$ cat config.mk
export PLATFORM = sky130hd
export DESIGN_NAME = noise_voice_flat
export DESIGN_NICKNAME = d
export VERILOG_FILES = /design/src/rtl/noise_voice_if.sv /design/src/rtl/noise_voice.sv /design/src/flat_wrapper.sv
export SDC_FILE = /design/constraint.sdc
export NUM_CORES = 1
export LEC_CHECK = 0
export CAP_MARGIN = 20
export CORE_AREA = 4 4 92 94
export CTS_BUF_LIST = sky130_fd_sc_hd__clkbuf_16
export DETAILED_ROUTE_END_ITERATION = 7
export DIE_AREA = 0 0 96 98
export PLACE_DENSITY = 0.86
export SLEW_MARGIN = 20
export SYNTH_ARGS = -nofsm -noshare
export SYNTH_HDL_FRONTEND = slang
export SYNTH_SLANG_ARGS = --single-unit
$ cat constraint.sdc
create_clock -name system_clock -period 3.16 [get_ports system_clock]
set_input_delay 0.632 -clock system_clock [delete_from_list [all_inputs] [get_ports system_clock]]
set_output_delay 0.632 -clock system_clock [all_outputs]
set_load 0.03 [all_outputs]
$ cat src/rtl/noise_voice_if.sv
// Register and tick bus of the noise voice: frame-sequencer enables, NRx4x registers and
// write strobes in, channel status and signed sample out.
interface noise_voice_if #(
    parameter int unsigned OUT_WIDTH = 24
);
    logic                 len_tick;
    logic                 env_tick;
    logic [7:0]           NR41;
    logic [7:0]           NR42;
    logic [7:0]           NR43;
    logic [7:0]           NR44;
    logic                 nr41_wr;
    logic                 nr42_wr;
    logic                 nr44_wr;
    logic                 channel_on;
    logic [OUT_WIDTH-1:0] output_wave;

    modport master (
        output len_tick, env_tick, NR41, NR42, NR43, NR44, nr41_wr, nr42_wr, nr44_wr,
        input  channel_on, output_wave
    );

    modport slave (
        input  len_tick, env_tick, NR41, NR42, NR43, NR44, nr41_wr, nr42_wr, nr44_wr,
        output channel_on, output_wave
    );
endinterface

$ cat src/rtl/noise_voice.sv
// LFSR noise voice with length counter, volume envelope and signed output scaling,
// all stepped by tick enables in the single system_clock domain.
module noise_voice #(
    parameter int unsigned OUT_WIDTH   = 24,
    parameter int unsigned LEN_BITS    = 6,
    parameter int unsigned TIMER_SCALE = 1
) (
    input logic          system_clock,
    input logic          reset,
    noise_voice_if.slave bus
);
    localparam logic [LEN_BITS:0] LenFull = {1'b1, {LEN_BITS{1'b0}}};
    localparam logic [LEN_BITS:0] LenOne  = {{LEN_BITS{1'b0}}, 1'b1};

    logic                 r_enabled;
    logic [LEN_BITS:0]    r_len;
    logic [3:0]           r_vol;
    logic [2:0]           r_env_timer;
    logic                 r_env_active;
    logic [14:0]          r_lfsr;
    logic [23:0]          r_timer;
    logic [OUT_WIDTH-1:0] r_out;

    logic                 w_enabled_nxt;
    logic [LEN_BITS:0]    w_len_nxt;
    logic [3:0]           w_vol_nxt;
    logic [2:0]           w_env_timer_nxt;
    logic                 w_env_active_nxt;
    logic [14:0]          w_lfsr_nxt;
    logic [23:0]          w_timer_nxt;
    logic [OUT_WIDTH-1:0] w_out_nxt;
    logic [OUT_WIDTH-1:0] w_amp;

    logic                 w_trigger;
    logic                 w_dac_on;
    logic                 w_freeze;
    logic [23:0]          w_base;
    logic [23:0]          w_period;
    logic                 w_fb;
    logic [14:0]          w_lfsr_step;

    assign w_trigger = bus.nr44_wr & bus.NR44[7];
    assign w_dac_on  = |bus.NR42[7:3];
    assign w_freeze  = bus.NR43[7:4] >= 4'd14;
    assign w_base    = (bus.NR43[2:0] == 3'd0) ? 24'd8 : {17'd0, bus.NR43[2:0], 4'd0};
    assign w_period  = (w_base << bus.NR43[7:4]) * 24'(TIMER_SCALE);
    assign w_fb      = r_lfsr[0] ^ r_lfsr[1];

    always_comb begin
        w_lfsr_step = {w_fb, r_lfsr[14:1]};
        if (bus.NR43[3]) begin
            w_lfsr_step[6] = w_fb;
        end
    end

    always_comb begin
        w_enabled_nxt    = r_enabled;
        w_len_nxt        = r_len;
        w_vol_nxt        = r_vol;
        w_env_timer_nxt  = r_env_timer;
        w_env_active_nxt = r_env_active;
        w_lfsr_nxt       = r_lfsr;
        w_timer_nxt      = r_timer;

        if (bus.nr41_wr) begin
            w_len_nxt = LenFull - {1'b0, bus.NR41[LEN_BITS-1:0]};
        end

        if (r_enabled && !w_freeze) begin
            if (r_timer <= 24'd1) begin
                w_timer_nxt = w_period;
                w_lfsr_nxt  = w_lfsr_step;
            end else begin
                w_timer_nxt = r_timer - 24'd1;
            end
        end

        if (w_trigger) begin
            // Trigger swallows any same-cycle ticks; a same-cycle length load is kept.
            w_enabled_nxt    = w_dac_on;
            if (w_len_nxt == '0) begin
                w_len_nxt = LenFull;
            end
            w_lfsr_nxt       = 15'h7FFF;
            w_timer_nxt      = w_period;
            w_vol_nxt        = bus.NR42[7:4];
            w_env_timer_nxt  = bus.NR42[2:0];
            w_env_active_nxt = 1'b1;
        end else begin
            if (bus.len_tick && bus.NR44[6] && r_len != '0 && !bus.nr41_wr) begin
                w_len_nxt = r_len - LenOne;
                if (r_len == LenOne) begin
                    w_enabled_nxt = 1'b0;
                end
            end
            if (bus.env_tick && r_env_active && bus.NR42[2:0] != 3'd0) begin
                if (r_env_timer <= 3'd1) begin
                    w_env_timer_nxt = bus.NR42[2:0];
                    if (bus.NR42[3]) begin
                        if (r_vol == 4'hF) w_env_active_nxt = 1'b0;
                        else               w_vol_nxt = r_vol + 4'd1;
                    end else begin
                        if (r_vol == 4'h0) w_env_active_nxt = 1'b0;
                        else               w_vol_nxt = r_vol - 4'd1;
                    end
                end else begin
                    w_env_timer_nxt = r_env_timer - 3'd1;
                end
            end
        end

        if (bus.nr42_wr && !w_dac_on) begin
            w_enabled_nxt = 1'b0;
        end
    end

    assign w_amp     = {{(OUT_WIDTH-4){1'b0}}, w_vol_nxt} << (OUT_WIDTH - 8);
    assign w_out_nxt = !w_enabled_nxt ? '0 : (w_lfsr_nxt[0] ? -w_amp : w_amp);

    always_ff @(posedge system_clock or posedge reset) begin
        if (reset) begin
            r_enabled    <= 1'b0;
            r_len        <= '0;
            r_vol        <= 4'd0;
            r_env_timer  <= 3'd0;
            r_env_active <= 1'b0;
            r_lfsr       <= 15'h7FFF;
            r_timer      <= 24'd0;
            r_out        <= '0;
        end else begin
            r_enabled    <= w_enabled_nxt;
            r_len        <= w_len_nxt;
            r_vol        <= w_vol_nxt;
            r_env_timer  <= w_env_timer_nxt;
            r_env_active <= w_env_active_nxt;
            r_lfsr       <= w_lfsr_nxt;
            r_timer      <= w_timer_nxt;
            r_out        <= w_out_nxt;
        end
    end

    assign bus.channel_on  = r_enabled;
    assign bus.output_wave = r_out;
endmodule

$ cat src/flat_wrapper.sv
// flat-port wrapper written by rule: the top's interface ports become plain ports
module noise_voice_flat 
#(
    parameter int unsigned OUT_WIDTH   = 24,
    parameter int unsigned LEN_BITS    = 6,
    parameter int unsigned TIMER_SCALE = 1
)
  (system_clock, reset, bus_len_tick, bus_env_tick, bus_NR41, bus_NR42, bus_NR43, bus_NR44, bus_nr41_wr, bus_nr42_wr, bus_nr44_wr, bus_channel_on, bus_output_wave);
  noise_voice_if #(.OUT_WIDTH(OUT_WIDTH)) bus_i ();
  input logic system_clock;
  input logic reset;
  input wire logic [$bits(bus_i.len_tick)-1:0] bus_len_tick;
  input wire logic [$bits(bus_i.env_tick)-1:0] bus_env_tick;
  input wire logic [$bits(bus_i.NR41)-1:0] bus_NR41;
  input wire logic [$bits(bus_i.NR42)-1:0] bus_NR42;
  input wire logic [$bits(bus_i.NR43)-1:0] bus_NR43;
  input wire logic [$bits(bus_i.NR44)-1:0] bus_NR44;
  input wire logic [$bits(bus_i.nr41_wr)-1:0] bus_nr41_wr;
  input wire logic [$bits(bus_i.nr42_wr)-1:0] bus_nr42_wr;
  input wire logic [$bits(bus_i.nr44_wr)-1:0] bus_nr44_wr;
  output wire logic [$bits(bus_i.channel_on)-1:0] bus_channel_on;
  output wire logic [$bits(bus_i.output_wave)-1:0] bus_output_wave;
  assign bus_i.len_tick = bus_len_tick;
  assign bus_i.env_tick = bus_env_tick;
  assign bus_i.NR41 = bus_NR41;
  assign bus_i.NR42 = bus_NR42;
  assign bus_i.NR43 = bus_NR43;
  assign bus_i.NR44 = bus_NR44;
  assign bus_i.nr41_wr = bus_nr41_wr;
  assign bus_i.nr42_wr = bus_nr42_wr;
  assign bus_i.nr44_wr = bus_nr44_wr;
  assign bus_channel_on = bus_i.channel_on;
  assign bus_output_wave = bus_i.output_wave;
  noise_voice #(.OUT_WIDTH(OUT_WIDTH), .LEN_BITS(LEN_BITS), .TIMER_SCALE(TIMER_SCALE)) u_core (.system_clock(system_clock), .reset(reset), .bus(bus_i));
endmodule
### Yosys cells after proc, flatten, opt, wreduce, memory -nomap -nowiden

Index checks and enable logic that the tools add are counted.

* bitwise operators: 2
* muxes and demuxes: 33
* reduce and logical (&&, ||, !) cells: 23
* equality and inequality tests: 3
* order comparisons: 3
* shift operators: 1
* add/subtract/negate cells: 7

Operators with widths (number)
* $mux W24: 5
* $mux W15: 3
* $mux W7: 5
* $le A24 B1 Y1 const B: 1
* $mux W4: 6
* $neg A20 Y24: 1
* $shl A24 B4 Y24: 1
* $sub A24 B1 Y24 const B: 1
* $mux W1: 11
* $mux W3: 3
* $reduce_bool A2 Y1: 4
* $eq A7 B1 Y1 const B: 1
* $logic_and A1 B1 Y1: 7
* $logic_not A7 Y1: 1
* $reduce_bool A7 Y1: 1
* $sub A7 B1 Y7 const B: 1
* $sub A7 B6 Y7 const A: 1
* $reduce_bool A3 Y1: 2
* $reduce_or A5 Y1: 1
* $add A4 B1 Y4 const B: 1
* $eq A4 B4 Y1 const B: 1
* $ge A4 B4 Y1 const B: 1
* $logic_not A4 Y1: 1
* $reduce_and A4 Y1: 1
* 9 further kinds: 11

* flip-flop bits (word level): 79
* bits of input ports: 39

### Longest topological paths before layout

Gate-level depths: netlist of run 1.

* depth after elaboration: 9
* mapped depth: 12

### Least setup slack after synthesis of run 1

OpenSTA, ideal clock, no wires.

* path type: register to register
* start: reg u_core.r_timer[15]
* end: reg u_core.r_out[18] (netlist: u_core.bus.output_wave[18])
* period minus slack after synthesis: 2783 ps
* stages on the path, launching flop included: 8
* setup slack: 377 ps
* arrival: 2706 ps
* buffers on the path: 1
* path through: dfrtp_1 or4_1 buf_2 or4_4 or4_4 mux2_4 or3_1 a21oi_1

* longest elaborated chain between the ends: 6

RTL lines
* from (decl): line noise_voice.sv:21 `logic [23:0] r_timer;`
* from (signal assigned): line noise_voice.sv:137 `r_timer <= w_timer_nxt;`
* $le A24 B1 Y1: line noise_voice.sv:70 `if (r_timer <= 24'd1) begin`
* $mux W15: line noise_voice.sv:70
* $mux W15: line noise_voice.sv:69 `if (r_enabled && !w_freeze) begin`
* $mux W15: line noise_voice.sv:78 `if (w_trigger) begin`
* $mux W24 (2 in series): line noise_voice.sv:118 `assign w_out_nxt = !w_enabled_nxt ? '0 : (w_lfsr_nxt[0] ? -w_amp : w_amp);`
* named net u_core.w_out_nxt[18]: line noise_voice.sv:31 `logic [OUT_WIDTH-1:0] w_out_nxt;`
* to (signal assigned): line noise_voice.sv:138 `r_out <= w_out_nxt;`
* to (decl): line noise_voice.sv:22 `logic [OUT_WIDTH-1:0] r_out;`

The timed path passes the listed nets, and every way through them passes these cells. The select of a mux whose other input is x is not followed.
A chain may end at the register's enable or synchronous reset.

### Final worst setup path of run 1

* start: reg u_core.r_timer[10]
* end: reg u_core.r_out[18] (netlist: u_core.bus.output_wave[18])

Same word-level chain as after synthesis.

==> impl_results.md, run 1 <==
- Worst slack at placement: just over 10 ps
- Setup slack after layout: roughly 200 ps
- Worst EP required: about 3400 ps
- Crit start category: flip-flop
- Mapped Area: approximately 4000 µm²
- Cell taking the most area after synthesis: dfrtp_1
- Routed wire length: between 10 and 15 mm
- Crit path time final: around 3000 ps
- Power per Cell Area: between 700 and 800 nW/µm²
- DR vias: around 4,000
- Largest net degree at the start of global routing: 34
- WHS Endpoint: u_core.r_lfsr[8]
- Clock buffer depth: 2
- Tcrit/Tclk final: 93.7%
- Initial Util: ~53%
- Synth Register Bits: between 60 and 70
- Clock sink total: 62
- Reg-to-Reg Start: u_core.r_timer[10]
- Fraction of layout cells with a size suffix above 1: a little under an eighth
- Die Ht: approximately 98 µm
- EDFF count, synth: 0
- Number of max-cap violations: 0
- Reg2Reg Depth: 6
- Worst EP arrival: 3210 ps
- Die width: 96 µm
- Synth area leaders: dfrtp_1, dfstp_2, o21ai_0, nand2_1, a21oi_1
- Unrepaired setup endpoints after global routing: no
- Top delay family on crit path: simple AND/OR/NAND/NOR gates
- PortBufs: 39
- Synth Instances: 506
- Wire per inst: ~16 µm
- Syn avg cell area: 8.08 µm²
- Fmax: 0.338 GHz
- DRC errors left: 0
- Initial antenna violation count: 0
- Most common cell after layout, fill and taps aside: nand2_1
- N_diodes: 0
- Synth warn: 0
- R2R setup slack: 200 ps
- First-pass GRT wire length: between 15 and 20 mm
- Detailed placer's ending HPWL: around 7.2 mm
- Path category of the worst min-delay check: reg2reg
- # fillers: between 600 and 700
- Vias in the first global route: ~3,800
- Main synth FF type: dfrtp_1
- CTS buffer count: 9
- Setup bufs post-CTS: 0
- GR Overflow Total: 0
- Area delta synth->final: 20.8%
- Hold path depth: 2
- Antenna-violating nets left: 0
- Most frequent cells in the layout: nand2_1, o21ai_0, dfrtp_1, nor2_1, clkdlybuf4s50_1
- CP Buf/Inv Count: 0
- H-tree depth: 3
- LEAKAGE: 0.00214 µW
- Total routing usage reported by global routing: 22.1%
- Setup TNS: 0 ps
- DRT Pass-1 Iters: 5
- Final Slew Violations: 0
- Num ports: 64
- CTS Root Cell: clkbuf_16
- Sequential area share after synthesis: between 30% and 40%
- NumNets Final: about 600
- # hold bufs at CTS: 0
- Critical Path, Cell by Cell: or4_1 > or4_4 > or4_4 > mux2_4 > or3_1 > a21oi_1
- Final setup viols: 0
- Top-area cell type share of the netlist area: 28.8%
- CP max-delay cell: or4_1
- Row count: 32
- Fin Hold WS: ~450 ps
- Async S/R FF share, synth: between 90% and 100%
- Placed Area: 4650 µm²
- Hold violation count in the final report: 0
- FF-to-FF End: u_core.bus.output_wave[18]
- Dpl cells: 645
- Slew headroom: 54.1%
- Final Skew: approximately 4.5 ps
- Min-Delay Startpoint: u_core.r_lfsr[8]
- RD Place Congestion: 0.895
- Setup crit end kind: flip-flop
- Peak supply drop: roughly 0.0004 V
- Worst-path clk slew: roughly 50 ps
- Core area: between 7000 and 8000 µm²
- Total die area: roughly 9400 µm²
- CTS tree: built
- Run status: finished, final reports clean
- Crit Path Max Fanout: 6
- Post-synthesis cell type count: between 50 and 60
- Measured slew at the worst slew-check pin: around 680 ps
- Non-Filler Instances: around 660
- Vias per inst: 6.02
- Final Instance Area: around 5000 µm²
- CP peak stage delay: a little over 600 ps
- Worst-Skew Late Latency: about 330 ps
- Post-CTS sizing: 0
- Most used cell, CP: or4_4
- WS Path Type: reg2reg
- DR iter-0 viols: 214
## report_power, final
part	internal (µW)	switching [µW]
clock network	603	342
registers	1090	256
logic	573	794
total	2260	1390
## worst max-delay path by stage
stage	start	to	slack, ps	cells after the start
2_1_floorplan	u_core.r_timer[15]	u_core.bus.output_wave[18]	380	7
3_3_place_gp	bus_NR42[3]	u_core.bus.output_wave[19]	50	10
3_5_place_dp	bus_NR42[3]	u_core.bus.output_wave[18]	10	10
4_1_cts	u_core.r_timer[10]	u_core.bus.output_wave[18]	230	6
5_1_grt	u_core.r_timer[10]	u_core.bus.output_wave[18]	130	6
6_report	u_core.r_timer[10]	u_core.bus.output_wave[18]	200	6
## flip-flops by register name, summed over array words and instances, names as in the netlist
signal                  count
u_core.bus.channel_on       1
u_core.bus.output_wave      7
u_core.r_env_active         1
u_core.r_env_timer          3
u_core.r_len                7
u_core.r_lfsr              15
u_core.r_timer             24
u_core.r_vol                4
## layer usage
metal	routed length [µm]	vias up	GRT usage (%)
li1	-	1893	-
met1	4200	1893	26.5
met2	5120	171	37.7
met3	671	25	5.01
met4	257	0	8.97
met5	0	-	0
## cell usage after synthesis, types with 5 or more instances
library cell  count
buf_4            17
nor4_1           12
o21ai_0          56
mux2i_1          10
nand2_1          69
nand4_1           8
clkbuf_1         24
ha_1             11
nor3_1           15
a211o_1           5
or4_1             8
inv_1            22
a21oi_1          34
nor2_1           43
nand2b_1          5
dfrtp_1          47
nand3_1          20
a31oi_1           9
dfstp_2          15
xnor2_1           5
## per-stage QoR
step,total power (µW),utilization [%]
after CTS,3650,64.5
after floorplan,2260,-
final,3660,64.5
after global routing,3890,64.5
after global placement,2600,60.7
after detailed placement,2680,60.7
## cells by family after synthesis
| logic type | Yosys count | share of synthesized area (%) |
|---|---|---|
| xor gates and xnor gates | 9 | 1.93 |
| other | 1 | 0.0918 |
| adders and majority gates | 11 | 3.37 |
| and+or+nand+nor | 203 | 24.1 |
| muxes | 13 | 3.37 |
| AOI/OAI and AO/OA | 142 | 21.2 |
| buffers and inverters | 65 | 7.59 |
| DFF | 62 | 38.4 |
## layout make-up
type / instances / area (µm²) / share of cell area (%)
flip-flops and latches: 62 / 1570 / 31.8
clock inverters: 7 / 63.8 / 1.29
well taps: 102 / 128 / 2.59
repair buffers: 65 / 598 / 12.1
multi-input cells: 394 / 2270 / 45.9
inverters: 22 / 82.6 / 1.67
clock buffers: 9 / 225 / 4.56
## worst register-to-register path, stage by stage, from the launching register on
cell and delay [ps]:
dfrtp_1 410, or4_1 610, or4_4 570, or4_4 480, mux2_4 350, or3_1 320, a21oi_1 150
Note: power is estimated with default switching activity, not from simulation.
==> run 2: changes to the inputs <==
--- a/config.mk
+++ b/config.mk
@@ -11,6 +11,7 @@
 export DETAILED_ROUTE_END_ITERATION = 7
 export DIE_AREA = 0 0 96 98
 export PLACE_DENSITY = 0.86
+export SKIP_CTS_REPAIR_TIMING = 1
 export SLEW_MARGIN = 20
 export SYNTH_ARGS = -nofsm -noshare
 export SYNTH_HDL_FRONTEND = slang
==> results of run 2 <==
Same layout as run 1: the final DEF is identical, and so are final timing and power.
==> run 3: changes to the inputs <==
--- a/config.mk
+++ b/config.mk
@@ -16,3 +16,4 @@
 export SYNTH_ARGS = -nofsm -noshare
 export SYNTH_HDL_FRONTEND = slang
 export SYNTH_SLANG_ARGS = --single-unit
+export TNS_END_PERCENT = 100
==> constraint.sdc (replaced) <==
create_clock -name system_clock -period 3.16 [get_ports system_clock]
set_input_delay 0.474 -clock system_clock [delete_from_list [all_inputs] [get_ports system_clock]]
set_output_delay 0.474 -clock system_clock [all_outputs]
set_load 0.03 [all_outputs]
==> impl_results.md, run 3 (synthesis gave the netlist of run 1 again) <==
- Top reg by flops: u_core.r_timer
- Seq. cell area: 1570 µm² (unchanged)
- Final setup viols: 0 (unchanged)
- Hold violation count in the final report: 0 (unchanged)
- Crit start category: flip-flop
- Total routing usage reported by global routing: 22.5% (+0.41 points)
- DRT Pass-1 Iters: 5 (unchanged)
- Tcrit/Tclk final: 93.1% (-0.61 points)
- Setup crit end kind: flip-flop
- CTS buffer count: 9 (unchanged)
- Clock sink total: 62 (unchanged)
- Setup TNS: 0 ps (unchanged)
- Final Slew Violations: 0 (unchanged)
- DR vias: 3,963 (-0.48%)
- DRC errors left: 0 (unchanged)
- GR Overflow Total: 0 (unchanged)
- Routing usage on met2: 36.9% (-0.85 points)
- Psw: 1410 µW (+0.94%)
- H-tree depth: 3 (unchanged)
- Die Ht: 98 µm (unchanged)
- Total die area: 9410 µm² (unchanged)
- Most frequent cells in the layout: nand2_1, o21ai_0, dfrtp_1, nor2_1, clkdlybuf4s50_1
- WS Path Type: reg2reg
- RD Place Congestion: 1.01 (+12%)
- Switching share of total power: 36.8% (-1.3 points)
- Most common cell after layout, fill and taps aside: nand2_1
- First-pass GRT wire length: 17.3 mm (+3.0%)
- Fmax: 0.340 GHz (+0.65%)
- Seq pwr share: 35.2% (-1.6 points)
- Initial Util: 53.4% (unchanged)
- CTS tree: built
- Peak supply drop: 0.000342 V (-14%)
- R2R setup slack: 220 ps (+20 ps)
- Int Pwr: 2410 µW (+6.5%)
- Path category of the worst min-delay check: reg2reg
- Core area: 7650 µm² (unchanged)
- Wire per inst: 15.5 µm (about the same)
- DR iter-0 viols: 312 (+46%)
- Die width: 96 µm (unchanged)
- Clock buffer depth: 2 (unchanged)
- Worst slack at placement: 106 ps (+96.0 ps)
- Vias per inst: 6.02 (about the same)
- Routed wire length: 10.2 mm (-0.40%)
- Worst-Skew Late Latency: 330 ps (about the same)
- Max reg flops: 24 (unchanged)
- Unrepaired setup endpoints after global routing: no
- # fillers: 608 (-1.5%)
- Crit path time final: 2940 ps (-19.2 ps)
- Largest net degree at the start of global routing: 40 (+18%)
- CTS Root Cell: clkbuf_16
- Power per Cell Area: 772 nW/µm² (+4.1%)
- Initial antenna violation count: 0 (unchanged)
- N_diodes: 0 (unchanged)
- Fraction of layout cells with a size suffix above 1: 11.5% (-0.30 points)
- Total power: 3820 µW (+4.4%)
- Run status: finished, final reports clean
- Row count: 32 (unchanged)
- LEAKAGE: 0.00215 µW (+0.54%)
- Antenna-violating nets left: 0 (unchanged)
- Combinational power share: 35.5% (-1.9 points)
- NumNets Final: 601 (-0.50%)
- Slew headroom: 55.8% (+1.7 points)
- Multi-input logic area: 2270 µm² (unchanged)
- Num ports: 64 (unchanged)
- Setup slack after layout: 217 ps (+19.2 ps)
- Area delta synth->final: 21.1%
- Worst EP arrival: 3190 ps (-20 ps)
- Largest regs: u_core.r_timer (24), u_core.r_lfsr (15)
- Number of max-cap violations: 0 (unchanged)
- Vias in the first global route: 3,806 (+0.66%)
- Crit Path Max Fanout: 6 (unchanged)
- Detailed placer's ending HPWL: 7.16 mm (-1.2%)
- Fin Hold WS: 448 ps (-0.973 ps)
- Worst EP required: 3410 ps (about the same)
- Measured slew at the worst slew-check pin: 660 ps (-22.0 ps)
- Clock power share: 29.3% (+3.4 points)
- Met3 GRT Util: 5.39% (+0.39 points)
- GR Util met1: 28.7% (+2.2 points)
- GR peak layer: met2
- Worst-path clk slew: 60 ps (about the same)
- Final Skew: 5.79 ps (+1.26 ps)
- PortBufs: 39 (unchanged)
[run 3: changes by cell type in the layout (fill, tap and decap cells not counted), sizes merged]
cell	delta
buf	-3
bufinv	+2
clkinv	-2
clkinvlp	-1
inv	+1
[run 3: metrics by stage]
step,cell area (µm²),util [%],cells
finish,4950,64.7,658
global route,4950,64.7,658
floorplan,4140,-,521
CTS,4950,64.7,658
global placement,4610,60.3,642
detailed placement,4610,60.3,642
[run 3: routing by layer]
metal  up-vias  wire length [µm]
li1       1889                 -
met1      1894              4230
met2       157              5080
met3        23               683
met4         0               214
met5         -                 0
[run 3: worst max-delay path, stage by stage (launching register included)]
cell and delay, ps:
dfrtp_1 400, or4_1 590, or4_4 560, or4_4 480
mux2_4 350, or3_1 330, a21oi_1 160
[run 3: final timing paths]
path / endpoint / from / cells past startpoint
worst max register to register: u_core.bus.output_wave[18] / u_core.r_timer[10] / 6
worst max-delay path: u_core.bus.output_wave[18] / u_core.r_timer[10] / 6
worst min-delay path: u_core.r_lfsr[3] / u_core.r_lfsr[3] / 2
min in group asynchronous: u_core.r_len[6] / reset / 3
worst min register to register: u_core.r_lfsr[3] / u_core.r_lfsr[3] / 2
max in group asynchronous: u_core.r_lfsr[12] / reset / 3
[run 3: area by class of cell]
type	count	area share, %
multi-input combinational	394	45.8
sequential	62	31.7
timing repair buffer	62	11.4
clock buffer	9	4.55
tap	102	2.58
clock inverter	7	2.28
inverter	22	1.67
[run 3: power groups by stage]
stage          clock (µW)  combinational, µW  sequential, µW
6_report             1120               1350            1340
5_1_grt              1170               1510            1380
4_1_cts              1130               1340            1330
3_5_place_dp            0               1320            1340
3_3_place_gp            0               1260            1320
2_1_floorplan           0                915            1340
